`src/rtl/pattern_1010_gen.sv`:
```
// pattern_1010_gen
//   Serial pattern transmitter. When a start request is accepted it sends
//   PATTERN on sout, MSB first, count times. GAP idle cycles (sout=0) are
//   inserted between repetitions. A one-cycle done pulse follows the last bit.
//
// Parameters
//   PAT_W   pattern length in bits (>= 2)
//   PATTERN bit pattern, transmitted MSB first
//   CNT_W   width of the repetition count
//   GAP     idle cycles between repetitions (0 = back-to-back)
//
// Ports
//   clk    in   clock, rising edge
//   reset  in   asynchronous, active-high
//   start  in   transfer request, sampled only in IDLE
//   count  in   repetitions, latched when start is accepted
//   abort  in   only with PATTERN_GEN_ABORT_EN defined: ends a transfer early
//   sout   out  serial data (registered)
//   sval   out  sout carries a pattern bit
//   busy   out  transfer in progress
//   done   out  one-cycle pulse after the transfer ends
//
// Build option
//   PATTERN_GEN_ABORT_EN  adds the abort input. Without it, transfers end
//                         only on completion or reset.

module pattern_1010_gen #(
    parameter int unsigned      PAT_W   = 4,
    parameter logic [PAT_W-1:0] PATTERN = 4'b1010,
    parameter int unsigned      CNT_W   = 8,
    parameter int unsigned      GAP     = 0
) (
    input  logic             clk,
    input  logic             reset,
    input  logic             start,
    input  logic [CNT_W-1:0] count,
`ifdef PATTERN_GEN_ABORT_EN
    input  logic             abort,
`endif
    output logic             sout,
    output logic             sval,
    output logic             busy,
    output logic             done
);

    localparam int unsigned IDX_W = $clog2(PAT_W);
    localparam int unsigned GAP_W = (GAP > 0) ? $clog2(GAP + 1) : 1;

    localparam logic [IDX_W-1:0] IDX_LAST = IDX_W'(PAT_W - 1);
    localparam logic [IDX_W-1:0] IDX_ONE  = IDX_W'(1);
    localparam logic [CNT_W-1:0] REP_ONE  = CNT_W'(1);
    localparam logic [GAP_W-1:0] GAP_ONE  = GAP_W'(1);
    localparam logic [GAP_W-1:0] GAP_LOAD = GAP_W'(GAP);

    typedef enum logic [1:0] {
        S_IDLE,
        S_SEND,
        S_GAP,
        S_DONE
    } state_t;

    state_t           state_q, state_d;
    logic [IDX_W-1:0] idx_q,   idx_d;
    logic [CNT_W-1:0] rep_q,   rep_d;
    logic [GAP_W-1:0] gap_q,   gap_d;

    logic sout_q, sout_d;
    logic sval_q, sval_d;
    logic busy_q, busy_d;
    logic done_q, done_d;

    logic abort_req;

`ifdef PATTERN_GEN_ABORT_EN
    assign abort_req = abort;
`else
    assign abort_req = 1'b0;
`endif

    // State register. The outputs are registered here too, so they change
    // on the same edge as the state they describe.
    always_ff @(posedge clk or posedge reset) begin
        if (reset) begin
            state_q <= S_IDLE;
            idx_q   <= '0;
            rep_q   <= '0;
            gap_q   <= '0;
            sout_q  <= 1'b0;
            sval_q  <= 1'b0;
            busy_q  <= 1'b0;
            done_q  <= 1'b0;
        end else begin
            state_q <= state_d;
            idx_q   <= idx_d;
            rep_q   <= rep_d;
            gap_q   <= gap_d;
            sout_q  <= sout_d;
            sval_q  <= sval_d;
            busy_q  <= busy_d;
            done_q  <= done_d;
        end
    end

    // Next-state logic
    always_comb begin
        state_d = state_q;
        idx_d   = idx_q;
        rep_d   = rep_q;
        gap_d   = gap_q;

        unique case (state_q)
            S_IDLE: begin
                if (start) begin
                    if (count != '0) begin
                        state_d = S_SEND;
                        rep_d   = count;
                        idx_d   = IDX_LAST;
                    end else begin
                        state_d = S_DONE;
                    end
                end
            end

            S_SEND: begin
                if (abort_req) begin
                    state_d = S_DONE;
                end else if (idx_q == '0) begin
                    // Last bit of this repetition
                    rep_d = rep_q - REP_ONE;
                    if (rep_q == REP_ONE) begin
                        state_d = S_DONE;
                    end else if (GAP > 0) begin
                        state_d = S_GAP;
                        gap_d   = GAP_LOAD;
                    end else begin
                        idx_d = IDX_LAST;
                    end
                end else begin
                    idx_d = idx_q - IDX_ONE;
                end
            end

            S_GAP: begin
                if (abort_req) begin
                    state_d = S_DONE;
                end else if (gap_q == GAP_ONE) begin
                    state_d = S_SEND;
                    idx_d   = IDX_LAST;
                    gap_d   = '0;
                end else begin
                    gap_d = gap_q - GAP_ONE;
                end
            end

            S_DONE: begin
                state_d = S_IDLE;
                idx_d   = '0;
                rep_d   = '0;
                gap_d   = '0;
            end

            default: begin
                state_d = S_IDLE;
            end
        endcase
    end

    // Output decode. It uses the next state so that each registered output
    // matches the state that is entered on the same edge.
    always_comb begin
        sout_d = 1'b0;
        sval_d = 1'b0;
        busy_d = 1'b0;
        done_d = 1'b0;

        unique case (state_d)
            S_SEND: begin
                sout_d = PATTERN[idx_d];
                sval_d = 1'b1;
                busy_d = 1'b1;
            end
            S_GAP: begin
                busy_d = 1'b1;
            end
            S_DONE: begin
                done_d = 1'b1;
            end
            default: begin
                sout_d = 1'b0;
            end
        endcase
    end

    assign sout = sout_q;
    assign sval = sval_q;
    assign busy = busy_q;
    assign done = done_q;

endmodule

```
`config.mk`:
```
export PLATFORM = sky130hd
export DESIGN_NAME = pattern_1010_gen
export DESIGN_NICKNAME = d
export VERILOG_FILES = /design/src/rtl/pattern_1010_gen.sv
export SDC_FILE = /design/constraint.sdc
export NUM_CORES = 1
export LEC_CHECK = 0
export ABC_AREA = 1
export ABC_CLOCK_PERIOD_IN_PS = 1650
export BUFFER_PORTS_ARGS = -buffer_cell sky130_fd_sc_hd__buf_4
export CORE_MARGIN = 2
export CORE_UTILIZATION = 45
export DETAILED_ROUTE_END_ITERATION = 16
export PLACE_DENSITY = 0.62
export RECOVER_POWER = 25
export SETUP_SLACK_MARGIN = 0.4
export SKIP_LAST_GASP = 1
export SLEW_MARGIN = 20
export SYNTH_ARGS = -nofsm -noshare
export SYNTH_HDL_FRONTEND = slang
export SYNTH_SLANG_ARGS = --single-unit
```
`constraint.sdc`:
```
create_clock -name clk -period 1.65 [get_ports clk]
set_input_delay 0.0825 -clock clk [delete_from_list [all_inputs] [get_ports clk]]
set_output_delay 0.0825 -clock clk [all_outputs]
set_load 0.01 [all_outputs]
```
# Word level (Yosys, flattened, before mapping)

Index checks and enable logic that the tools add are counted.

Register bits after elaboration: 17
Input port bits: 11
Word-level logic and storage cells: 53

$add $sub $neg: 3
Magnitude comparators: 1
Eq/ne operators: 10
Multiplexer cells: 24
Reduce and logical (&&, ||, !) cells: 7

Operators by type and width:

| kind                                                                         | count |
|---|---|
| 8-bit two-way mux                                                            | 3 |
| 8-bit one-hot mux with 3 select lines                                        | 1 |
| 2-bit two-way mux                                                            | 10 |
| 2-bit one-hot mux with 4 select lines                                        | 2 |
| 2-bit == test, second input constant                                         | 4 |
| 8-bit by 1-bit == test with 1-bit output, second input constant              | 1 |
| 8-bit nonzero test                                                           | 1 |
| 8-bit by 1-bit subtractor with 8-bit output, second input constant           | 1 |
| 1-bit two-way mux                                                            | 6 |
| 2-bit != test, second input constant                                         | 3 |
| 2-bit by 1-bit == test with 1-bit output, second input constant              | 2 |
| 2-bit logical NOT                                                            | 2 |
| 4-bit AND reduction                                                          | 1 |
| 2-bit by 3-bit less-than comparator with 1-bit output, second input constant | 1 |
| 3-bit nonzero test                                                           | 1 |
| 1-bit binary-select mux with 2-bit select                                    | 1 |
| 1-bit one-hot mux with 2 select lines                                        | 1 |
| 2-bit nonzero test                                                           | 1 |
| 2-bit OR reduction                                                           | 1 |
| 2-bit by 1-bit subtractor with 2-bit output, second input constant           | 1 |
| 1-bit subtractor, second input constant                                      | 1 |

# Longest topological paths before layout

Depth after elaboration: 7
Depth in mapped cells: 9
Gate-level depth less buffers: 9

# Least setup slack after synthesis

OpenSTA, ideal clock, no wires.

Kind: register to register
Start point: reg rep_q[1]
End point: reg sout_q, in the netlist sout
Data arrival time: 1359 ps
Slack: 161 ps
Stages on the path, launching flop included: 10
Cell sequence: dfrtp_1 > inv_1 > ha_1 > nand3_1 > nor2_1 > nand3_1 > nand3_1 > inv_1 > ha_1 > a21boi_0

Elaborated cells on any way between the ends: 11
Classes of those cells: 2 x eq/ne; 9 x mux

RTL lines:

| element                                  | RTL line | source |
|---|---|---|
| start: declaration                       | 64       | `logic [CNT_W-1:0] rep_q, rep_d;` |
| start signal: assignment                 | 95       | `rep_q <= rep_d;` |
| 8-bit by 1-bit == test with 1-bit output | 130      | `if (rep_q == REP_ONE) begin` |
| 2-bit two-way mux                        | 130      |  |
| 2-bit two-way mux                        | 127      | `end else if (idx_q == '0) begin` |
| 2-bit one-hot mux with 4 select lines    | 111      | `unique case (state_q)` |
| via state_d[1]                           | 62       | `state_t state_q, state_d;` |
| 2-bit by 1-bit == test with 1-bit output | 176      | `unique case (state_d)` |
| 1-bit two-way mux                        | 176      |  |
| via sout_d                               | 67       | `logic sout_q, sout_d;` |
| end signal: assignment                   | 97       | `sout_q <= sout_d;` |
| end: declaration                         | 67       |  |

The timed path passes the listed nets, and every way through them passes these cells. The select of a mux whose other input is x is not followed.
A chain may end at the register's enable or synchronous reset.

# Worst setup path after layout

Start point: reg rep_q[3]
End point: reg sout_q, in the netlist sout

The elaborated chain is that of the path after synthesis.

==> flow_summary.json <==
{
  "avgSynthCellArea_sq_um": 7.24,
  "cts_buffers": 3,
  "fin_crit_sh": 0.840,
  "synth-seq-cells": 17,
  "ff2ff_path_depth": 8,
  "drcViolationCount": 0,
  "p_per_area_mw_per_mm2": 1940,
  "critPathRequiredTime_ns": 1.83,
  "syn_nets": 158,
  "regToRegStartpoint": "rep_q[3]",
  "skew_ns": 0.0126,
  "endpoint": "sout",
  "finalMaxSlewViolations": 0,
  "start_kind": "register",
  "layout_commonest_cell": "nand2_1",
  "io_buffers": 14,
  "clk_path_buf_depth": 2,
  "peakVddDrop_v": 0.00119,
  "setup_tns_ns": 0,
  "vias": 1068,
  "layout-drive-gt1-share": 0.435,
  "slew_headroom": 0.558,
  "rr_endpoint": "sout",
  "antenna_found_initial": 0,
  "io_pins": 15,
  "hold_viol": 0,
  "crit_arrival_ns": 1.57,
  "status": "completed",
  "layout-area-overhead-vs-synth_pct": 46.4,
  "max_cap_viol_count": 0,
  "maxClockFrequency_mhz": 721,
  "clock_latency_ns": 0.30,
  "drt_iter0_markers": 28,
  "initial_core_util": 0.472,
  "die_w_um": 52.0,
  "hold_path_class": "input pin to register",
  "grt_pass1_wl_um": 3950,
  "synth_cell_types": 20,
  "grtUsageTotal": 0.202,
  "grt.overflow.total": 0,
  "vias_per_cell": 5.04,
  "final_cell_mix": "nand2_1 (41), buf_4 (29), nor2_1 (15), dfrtp_1 (13), inv_2 (9)",
  "clk_pin_slew_ns": 0.11,
  "p_leak_nw": 0.712,
  "gp_congestion": 0.813,
  "critPathCaptureType": "register",
  "cts_tree": "done",
  "drt-pass1-iter-count": 4,
  "root_buffer": "clkbuf_4",
  "use_met3": 0.0345,
  "tightest_slew_ns": 0.662,
  "top_usage_layer": "met2",
  "gr-usage-met1": 0.281,
  "num_antenna_cells": 0,
  "cts-htree-levels": 1,
  "setup_viol": 0,
  "critPathKind": "register to register",
  "crit_path_max_fanout": 2,
  "dp_hpwl_um": 1670,
  "die_h_um": 52.0,
  "rows": 17,
  "postSynthCellCount": 143,
  "ys_seq_area_frac": 0.411,
  "ant_nets": 0,
  "grt_pass1_vias": 883,
  "grt_max_degree": 18,
  "core_area_sq_mm": 0.00219,
  "post-route-min-period_ns": 1.39,
  "met2_usage": 0.310,
  "routedWlPerCell_um": 12.4,
  "cts_sinks": 17,
  "utilization": 0.692,
  "syn_area_sq_mm": 0.00103,
  "reg2reg_slack_ns": 0.26,
  "die_area_sq_mm": 0.00270,
  "yosys_warnings": 0,
  "finalNetCount": 200,
  "cp-startpoint": "rep_q[3]",
  "wl_um": 2630,
  "rsz0062_at_grt": "true",
  "hold_ws_ns": 0.0856
}
layout make-up:
class	count	area, sq um
timing repair inverter	1	6.26
clock inverter	1	5.00
inverter	18	72.6
timing repair buffer	37	273
tap	28	35.0
multi-input combinational	107	671
sequential	17	430
fill	176	676
clock buffer	3	22.5
critical path, cell delays in order (launching register included):
cell,delay [ns]
dfrtp_1,0.44
nor2_4,0.15
nand2_2,0.09
nor2_4,0.13
nand3_2,0.08
nand3_2,0.08
inv_2,0.04
ha_4,0.14
a21boi_1,0.11
repair_timing:
item,CTS,global route
buffers inserted,8,13
cloned,0,1
endpoints found under the hold margin,17,0
resized for setup,10,34
hold buffers,1,0
pin swaps,3,10
setup endpoints to repair,12,14
worst min path at each step:
stage | start | endpoint | slack (ns) | depth (start not counted)
after global routing | count[6] | rep_q[6] | 0.1 | 5
after detailed placement | reset | state_q[0] | 0.22 | 2
after floorplan | reset | async pin | 0.009 | 1
after CTS | count[6] | rep_q[6] | 0.09 | 5
final | count[6] | rep_q[6] | 0.09 | 5
after global placement | reset | state_q[0] | 0.21 | 2
stage by stage:
step / worst slack (ns) / instance area, sq um / total power [mW] / std cells
global placement: 0.203 / 1210 / 2.02 / 185
CTS: 0.278 / 1340 / 2.46 / 198
finish: 0.264 / 1520 / 2.94 / 212
floorplan: 0.311 / 1070 / 1.76 / 143
detailed placement: 0.172 / 1210 / 2.04 / 185
global route: 0.219 / 1520 / 3.20 / 212
sequential cells by signal, indices dropped and copies added, names as in the netlist, named ones only:
register and count:
done 1, sout 1, rep_q 8, busy 1, idx_q 1, gap_q 1
sval 1, state_q 2
cell usage after synthesis, drive strengths merged:
cell type,n,share of area
nand4,2,0.012
o31ai,2,0.015
o21a,1,0.0073
a21boi,1,0.0073
clkinv,1,0.0036
inv,17,0.062
buf,1,0.011
dfrtp,17,0.41
a21oi,3,0.015
nand3,9,0.044
o21ai,13,0.074
nand2,46,0.18
nor2,26,0.11
ha,4,0.048
routing by layer:
metal  wire [um]  part of all wire
met2        1270              0.48
met4          47             0.018
met5           0                 0
met1        1200              0.46
met3         116             0.044
where the power goes:
group / switching (mW) / total [mW] / internal (mW) / leakage [nW]
clock network: 0.138 / 0.229 / 0.0904 / 0.0177
registers: 0.184 / 0.789 / 0.605 / 0.199
logic: 1.07 / 1.92 / 0.853 / 0.496
cells by family (layout without fill, tap and decap cells):
| logic type | Yosys count | after routing | share of synthesized area |
|---|---|---|---|
| adder cells (fa/ha/maj) | 4 | 4 | 0.0484 |
| flip-flops | 17 | 17 | 0.411 |
| buffers and inverters | 19 | 60 | 0.0762 |
| AND/OR/NAND/NOR | 83 | 83 | 0.347 |
| AO/OA/AOI/OAI | 20 | 20 | 0.117 |
(Power assumes the default switching activity.)
